`config.mk`:
```
export PLATFORM = sky130hd
export DESIGN_NAME = regfile_write_arbiter_flat
export DESIGN_NICKNAME = d
export VERILOG_FILES = /design/src/rtl/regfile_write_arbiter_pkg.sv /design/src/rtl/regfile_write_arbiter_if.sv /design/src/rtl/regfile_write_arbiter_rr_arb2.sv /design/src/rtl/regfile_write_arbiter.sv /design/src/flat_wrapper.sv
export SDC_FILE = /design/constraint.sdc
export NUM_CORES = 1
export LEC_CHECK = 0
export BUFFER_PORTS_ARGS = -buffer_cell sky130_fd_sc_hd__buf_2
export CORE_UTILIZATION = 40
export CTS_CLUSTER_DIAMETER = 200
export CTS_CLUSTER_SIZE = 10
export DETAILED_ROUTE_END_ITERATION = 10
export GPL_ROUTABILITY_DRIVEN = 1
export PLACE_DENSITY_LB_ADDON = 0.2
export SETUP_SLACK_MARGIN = 0.3
export SYNTH_ARGS = -nofsm -noshare
export SYNTH_HDL_FRONTEND = slang
export SYNTH_SLANG_ARGS = --single-unit
export TNS_END_PERCENT = 20
```
`constraint.sdc`:
```
create_clock -name clka -period 1.9 [get_ports clka]
set_clock_uncertainty 0.2 [all_clocks]
set_input_delay 0.095 -clock clka [delete_from_list [all_inputs] [get_ports clka]]
set_output_delay 0.095 -clock clka [all_outputs]
set_load 0.02 [all_outputs]
```
`src/rtl/regfile_write_arbiter_pkg.sv`:
```
// Shared definitions for the register-file write-port arbiter.
//   ADDR_W / DATA_W / NUM_REGS / ZERO_R0 : default geometry and R0 policy
//   arbState_t : sequencer states (clear sweep, normal run)
//   writeReq_t : one write request / write-port beat {valid, addr, data}
//   rrGrant()  : two-way round-robin grant, prio selects the winner on contention
package regfile_pkg;

    localparam int ADDR_W   = 5;
    localparam int DATA_W   = 32;
    localparam int NUM_REGS = 32;
    localparam int ZERO_R0  = 1;

    typedef enum logic {
        ST_CLEAR = 1'b0,
        ST_RUN   = 1'b1
    } arbState_t;

    typedef struct packed {
        logic              valid;
        logic [ADDR_W-1:0] addr;
        logic [DATA_W-1:0] data;
    } writeReq_t;

    function automatic logic [1:0] rrGrant(input logic [1:0] valid, input logic prio);
        if (valid == 2'b11) begin
            return prio ? 2'b10 : 2'b01;
        end
        return valid;
    endfunction

endpackage

```
`src/rtl/regfile_write_arbiter_if.sv`:
```
// Bus bundle between the two writeback requesters and the register file write port.
//   req0_* : ALU writeback request (valid/addr/data in, ready out)
//   req1_* : load writeback request (valid/addr/data in, ready out)
//   reg_write / WriteAddr / WriteData : registered write port towards RegisterFile
//   busy      : clear sweep in progress, no requests accepted
//   stall_cnt : saturating count of refused-request cycles
// modport master = requester/observer side, modport slave = arbiter side.
interface regfile_write_arbiter_if #(
    parameter int ADDR_W = regfile_pkg::ADDR_W,
    parameter int DATA_W = regfile_pkg::DATA_W
);
    logic              req0_valid;
    logic [ADDR_W-1:0] req0_addr;
    logic [DATA_W-1:0] req0_data;
    logic              req0_ready;

    logic              req1_valid;
    logic [ADDR_W-1:0] req1_addr;
    logic [DATA_W-1:0] req1_data;
    logic              req1_ready;

    logic              reg_write;
    logic [ADDR_W-1:0] WriteAddr;
    logic [DATA_W-1:0] WriteData;
    logic              busy;
    logic [15:0]       stall_cnt;

    modport master (
        output req0_valid, req0_addr, req0_data,
        output req1_valid, req1_addr, req1_data,
        input  req0_ready, req1_ready,
        input  reg_write, WriteAddr, WriteData, busy, stall_cnt
    );

    modport slave (
        input  req0_valid, req0_addr, req0_data,
        input  req1_valid, req1_addr, req1_data,
        output req0_ready, req1_ready,
        output reg_write, WriteAddr, WriteData, busy, stall_cnt
    );
endinterface

```
`src/rtl/regfile_write_arbiter_rr_arb2.sv`:
```
// Two-way round-robin arbiter with its priority flop.
//   clka, rst : clock, synchronous active-high reset (prio -> 0, req0 first)
//   enable    : grants allowed (low while the clear sweep owns the port)
//   valid     : request bits {req1, req0}
//   grant     : one-hot grant, combinational from valid and prio
module rr_arb2
    import regfile_pkg::*;
(
    input  logic       clka,
    input  logic       rst,
    input  logic       enable,
    input  logic [1:0] valid,
    output logic [1:0] grant
);

    logic prio;

    always_comb begin
        grant = 2'b00;
        if (enable) begin
            grant = rrGrant(valid, prio);
        end
    end

    // After any grant the other requester wins the next tie; grant[0] set means req1 lost.
    always_ff @(posedge clka) begin
        if (rst) begin
            prio <= 1'b0;
        end else if (|grant) begin
            prio <= grant[0];
        end
    end

endmodule

```
`src/rtl/regfile_write_arbiter.sv`:
```
// Shares the register file's single write port between ALU writeback (req0) and load
// writeback (req1). One registered write per cycle, round-robin on contention.
//   clka : clock, all logic on posedge
//   rst  : synchronous active-high reset
//   bus  : regfile_write_arbiter_if.slave (requests, readys, write port, busy, stall_cnt)
// Build option REGFILE_ARB_CLEAR_EN: after reset, sweep zeros into regs 0..NUM_REGS-1
// before accepting requests. Without it the block runs from the first post-reset cycle.
//
// state    | meaning
// ST_CLEAR | zero sweep in progress, readys forced 0, busy=1
// ST_RUN   | normal arbitration, terminal until reset
module regfile_write_arbiter
    import regfile_pkg::arbState_t, regfile_pkg::ST_CLEAR, regfile_pkg::ST_RUN;
#(
    parameter int ADDR_W   = regfile_pkg::ADDR_W,
    parameter int DATA_W   = regfile_pkg::DATA_W,
    parameter int NUM_REGS = regfile_pkg::NUM_REGS,
    parameter int ZERO_R0  = regfile_pkg::ZERO_R0
) (
    input logic                  clka,
    input logic                  rst,
    regfile_write_arbiter_if.slave bus
);

    logic [1:0]        grant;
    logic              runEn;
    logic [ADDR_W-1:0] selAddr;
    logic [DATA_W-1:0] selData;
    logic              refused;
    logic              suppress;

    logic              regWrite;
    logic [ADDR_W-1:0] writeAddr;
    logic [DATA_W-1:0] writeData;
    logic [15:0]       stallCnt;

`ifdef REGFILE_ARB_CLEAR_EN
    localparam logic [ADDR_W-1:0] SWEEP_LAST = ADDR_W'(NUM_REGS - 1);
    arbState_t         state;
    logic [ADDR_W-1:0] sweepLeft;

    assign runEn = (state == ST_RUN);
`else
    assign runEn = 1'b1;
`endif

    rr_arb2 uArb (
        .clka   (clka),
        .rst    (rst),
        .enable (runEn),
        .valid  ({bus.req1_valid, bus.req0_valid}),
        .grant  (grant)
    );

    assign bus.req0_ready = grant[0];
    assign bus.req1_ready = grant[1];
    assign bus.busy       = ~runEn;
    assign bus.reg_write  = regWrite;
    assign bus.WriteAddr  = writeAddr;
    assign bus.WriteData  = writeData;
    assign bus.stall_cnt  = stallCnt;

    assign selAddr  = grant[1] ? bus.req1_addr : bus.req0_addr;
    assign selData  = grant[1] ? bus.req1_data : bus.req0_data;
    assign suppress = (ZERO_R0 != 0) && (selAddr == '0);
    // In RUN at most one requester can be refused, so a single increment suffices.
    assign refused  = runEn & ((bus.req0_valid & ~grant[0]) | (bus.req1_valid & ~grant[1]));

    always_ff @(posedge clka) begin
        if (rst) begin
            regWrite  <= 1'b0;
            writeAddr <= '0;
            writeData <= '0;
            stallCnt  <= '0;
`ifdef REGFILE_ARB_CLEAR_EN
            state     <= ST_CLEAR;
            sweepLeft <= SWEEP_LAST;
`endif
        end else begin
`ifdef REGFILE_ARB_CLEAR_EN
            if (state == ST_CLEAR) begin
                // Down-counter; the sweep address counts up from 0.
                regWrite  <= 1'b1;
                writeAddr <= SWEEP_LAST - sweepLeft;
                writeData <= '0;
                if (sweepLeft == '0) begin
                    state <= ST_RUN;
                end else begin
                    sweepLeft <= sweepLeft - 1'b1;
                end
            end else
`endif
            begin
                if (|grant) begin
                    regWrite  <= ~suppress;
                    writeAddr <= selAddr;
                    writeData <= selData;
                end else begin
                    regWrite  <= 1'b0;
                end
                if (refused && (stallCnt != 16'hFFFF)) begin
                    stallCnt <= stallCnt + 16'd1;
                end
            end
        end
    end

endmodule

```
`src/flat_wrapper.sv`:
```
// flat-port wrapper written by rule: the top's interface ports become plain ports
module regfile_write_arbiter_flat import regfile_pkg::arbState_t, regfile_pkg::ST_CLEAR, regfile_pkg::ST_RUN;
#(
    parameter int ADDR_W   = regfile_pkg::ADDR_W,
    parameter int DATA_W   = regfile_pkg::DATA_W,
    parameter int NUM_REGS = regfile_pkg::NUM_REGS,
    parameter int ZERO_R0  = regfile_pkg::ZERO_R0
)
  (clka, rst, bus_req0_valid, bus_req0_addr, bus_req0_data, bus_req1_valid, bus_req1_addr, bus_req1_data, bus_req0_ready, bus_req1_ready, bus_reg_write, bus_WriteAddr, bus_WriteData, bus_busy, bus_stall_cnt);
  regfile_write_arbiter_if #(.ADDR_W(ADDR_W), .DATA_W(DATA_W)) bus_i ();
  input logic clka;
  input logic rst;
  input wire logic [$bits(bus_i.req0_valid)-1:0] bus_req0_valid;
  input wire logic [$bits(bus_i.req0_addr)-1:0] bus_req0_addr;
  input wire logic [$bits(bus_i.req0_data)-1:0] bus_req0_data;
  input wire logic [$bits(bus_i.req1_valid)-1:0] bus_req1_valid;
  input wire logic [$bits(bus_i.req1_addr)-1:0] bus_req1_addr;
  input wire logic [$bits(bus_i.req1_data)-1:0] bus_req1_data;
  output wire logic [$bits(bus_i.req0_ready)-1:0] bus_req0_ready;
  output wire logic [$bits(bus_i.req1_ready)-1:0] bus_req1_ready;
  output wire logic [$bits(bus_i.reg_write)-1:0] bus_reg_write;
  output wire logic [$bits(bus_i.WriteAddr)-1:0] bus_WriteAddr;
  output wire logic [$bits(bus_i.WriteData)-1:0] bus_WriteData;
  output wire logic [$bits(bus_i.busy)-1:0] bus_busy;
  output wire logic [$bits(bus_i.stall_cnt)-1:0] bus_stall_cnt;
  assign bus_i.req0_valid = bus_req0_valid;
  assign bus_i.req0_addr = bus_req0_addr;
  assign bus_i.req0_data = bus_req0_data;
  assign bus_i.req1_valid = bus_req1_valid;
  assign bus_i.req1_addr = bus_req1_addr;
  assign bus_i.req1_data = bus_req1_data;
  assign bus_req0_ready = bus_i.req0_ready;
  assign bus_req1_ready = bus_i.req1_ready;
  assign bus_reg_write = bus_i.reg_write;
  assign bus_WriteAddr = bus_i.WriteAddr;
  assign bus_WriteData = bus_i.WriteData;
  assign bus_busy = bus_i.busy;
  assign bus_stall_cnt = bus_i.stall_cnt;
  regfile_write_arbiter #(.ADDR_W(ADDR_W), .DATA_W(DATA_W), .NUM_REGS(NUM_REGS), .ZERO_R0(ZERO_R0)) u_core (.clka(clka), .rst(rst), .bus(bus_i));
endmodule
```
==> impl_metrics.yaml <==
outcome:
  status: "complete, no violations"
yosys:
  yosysTopAreaCell: "dfxtp_1"
  synth.area.top_cells: "dfxtp_1 44%, mux2i_1 15%, o21ai_0 8.6%"
  netlist.area_leader.share_pct: 44.0
  netlist_instances: 277
  ys_ff_latch: 55
  synth_seq_area_share_pct: 44.0
  synthesis.area_mm2: 0.00250
  yosys.cell_types.count: 39
  async_reset_ff_share_pct: 0
  synth_edf_count: 0
  synth_most_common_cell: "dfxtp_1"
  yosys-top-cells-count: "55 x dfxtp_1, 45 x nand2_1, 43 x o21ai_0"
  syn_avg_cell_area_um2: 9.03
  synth_warnings: 0
  syn_nets: 356
  ys.flop_type: "dfxtp_1"
grt:
  grt_max_degree: 32
  grt_pass1_vias: 3010
  antenna_found_initial: 0
  grt_pass1_wl_um: 13900
  grt_use_total_pct: 27.6
  grt-ovfl-total: 0
finish:
  antenna_cells: 0
  drive_gt1_share_pct: 40.0
  synthToLayoutAreaGrowth_pct: 72.0
  num-fill-cells: 436
  nets: 573
  layout.cells.non_filler: 570
  utilization_pct: 71.8
clocking:
  cts.clk_slew.worst_paths_ns: 0.10
  clock_sinks: 55
  cts_tree: "yes"
  cts-htree-levels: 2
  clk_latency_ns: 0.30
  cts-buffers-inserted: 5
  cts_root_buffer: "clkbuf_8"
  cts.path.max_buffers: 2
routing:
  post-route-drc-count: 0
  num_vias: 2975
  drt-total-wl_um: 8790
  wl_per_cell_um: 15.4
  drt_first_pass_iters: 4
  postRouteAntennaNets: 0
  avgViaCountPerCell: 5.22
  drt_iter0_drc: 124
power_and_ir_drop:
  combinationalPowerShare_pct: 23.4
  ir_worst_vdd_v: 0.000378
  p_int_mw: 1.76
  leakage_nw: 2.06
  finalPower_mw: 2.46
  swShare_pct: 28.5
  p_sw_mw: 0.701
  seq_power_share_pct: 50.8
  powerDensity_mw_per_mm2: 572
  pwr-share-clk_pct: 25.8
floorplanning:
  pin_count: 135
  rows: 28
  dieArea_mm2: 0.00657
  initial_core_util_pct: 41.8
  core_mm2: 0.00599
  die_x_um: 81.1
  die_y_um: 81.1
timing:
  fmax_mhz: 565
  fin_crit_ns: 1.77
  rsz0062_at_grt: "yes"
  hold_violations: 0
  maxSlewHeadroom_pct: 30.5
  worstMarginPinSlew_ns: 1.04
  setup_violations: 0
  slew_viol_final: 0
  fin_tns_setup_ns: 0
  min_period_over_period_pct: 93.2
job:
  drv_cap: 0
setup_path:
  crit_path_start_kind: "flip-flop"
  cp.arrival_ns: 1.76
  cp-end-kind: "flip-flop"
  crit_type: "flip-flop to flip-flop"
  critPathRequiredTime_ns: 1.89
  cp_max_fo: 6
place:
  place_inst: 478
  port_buffers: 133
  place.gp.congestion: 0.729
  dp_hpwl_um: 4770
worst_hold_path:
  min_path_type: "input port to flip-flop"
state kept, by name, indices dropped and copies added (netlist names):
register / flops
u_core.bus.WriteData: 32
u_core.bus.stall_cnt: 16
u_core.bus.WriteAddr: 5
u_core.bus.reg_write: 1
u_core.uArb.prio: 1
what timing repair did:
action                                  4_1_cts  5_1_grt
resized for setup                             4       12
endpoints found under the setup margin       16       21
hold buffers                                 75        0
endpoints found under the hold margin        38        0
cloned                                        1        0
pin swaps                                     2        8
setup buffers                                 4        4
power by group through the flow:
stage | combinational [mW] | clock [mW] | sequential (mW)
6_report | 0.576 | 0.635 | 1.25
5_1_grt | 0.615 | 0.687 | 1.26
4_1_cts | 0.552 | 0.655 | 1.25
3_5_place_dp | 0.436 | 0 | 1.27
3_3_place_gp | 0.429 | 0 | 1.27
2_1_floorplan | 0.157 | 0 | 1.35
critical path, stage by stage, from the launching register on:
cell and delay, ns:
dfxtp_4 0.37, ha_4 0.18, and4_4 0.19, and4b_4 0.21
nor4_4 0.15, mux2_2 0.37
metrics by stage:
step	hold WS [ns]	worst slack [ns]	cell area (um^2)
5_1_grt	0.0448	0.0959	4300
3_3_place_gp	0.173	0.107	3330
6_report	0.0306	0.129	4300
4_1_cts	0.0191	0.138	4220
2_1_floorplan	0.0795	0.164	2560
3_5_place_dp	0.178	0.0867	3330
path summary, 6_finish.rpt:
| kind | to | depth (start not counted) | from | slack [ns] |
|---|---|---|---|---|
| max reg2reg | u_core.bus.stall_cnt[6] | 5 | u_core.bus.stall_cnt[0] | 0.13 |
| min | u_core.bus.WriteAddr[3] | 4 | bus_req0_valid | 0.03 |
| max | u_core.bus.stall_cnt[6] | 5 | u_core.bus.stall_cnt[0] | 0.13 |
| min reg2reg | u_core.bus.WriteData[18] | 2 | u_core.bus.WriteData[18] | 0.26 |
placed cells by master (no fill, tap or decap), types with 2 or more instances in the layout:
master         instances
nand2_2                2
and4_4                 4
dfxtp_1               42
clkbuf_8               5
dfxtp_2                5
nand3_1                4
buf_2                133
nand2b_1               2
mux2_2                 3
a211oi_1               2
dfxtp_4                8
inv_1                  4
nand3_4                2
o31ai_1                4
buf_4                 18
mux2i_1               37
nand2_1               43
nor4_4                 2
nor3_1                 4
or4_1                  5
nor2_1                 5
or3_1                  5
dlygate4sd3_1         75
nor2b_1                5
a21oi_1               10
o21ai_0               42
layout make-up:
type | instances | area [um^2] | area share [%]
Timing Repair Buffer | 227 | 1570 | 36.5
Multi-Input combinational cell | 201 | 1400 | 32.6
Sequential cell | 55 | 1140 | 26.4
Tap cell | 75 | 93.8 | 2.18
Clock buffer | 6 | 72.6 | 1.69
Inverter | 4 | 15.0 | 0.349
Clock inverter | 2 | 11.3 | 0.262
kinds of logic (layout without fill, tap and decap cells):
kind of cell / Yosys count / count (layout) / synth area share, %
buffers and inverters: 22 / 239 / 4.55
AOI/OAI and AO/OA: 66 / 66 / 14.7
other: 1 / 1 / 0.150
muxes: 40 / 40 / 16.2
DFF: 55 / 55 / 44.0
adders and majority gates: 1 / 1 / 0.500
and+or+nand+nor: 92 / 93 / 20.0
per-layer routing:
layer  track usage, %  vias up  wire length [um]
met5                0        -                 0
met4             14.6        0               393
met3             7.75       38               661
met2             46.8      148              4360
met1             31.2     1369              3380
li1                 -     1420                 -
Power figures use the tool's default switching activity.
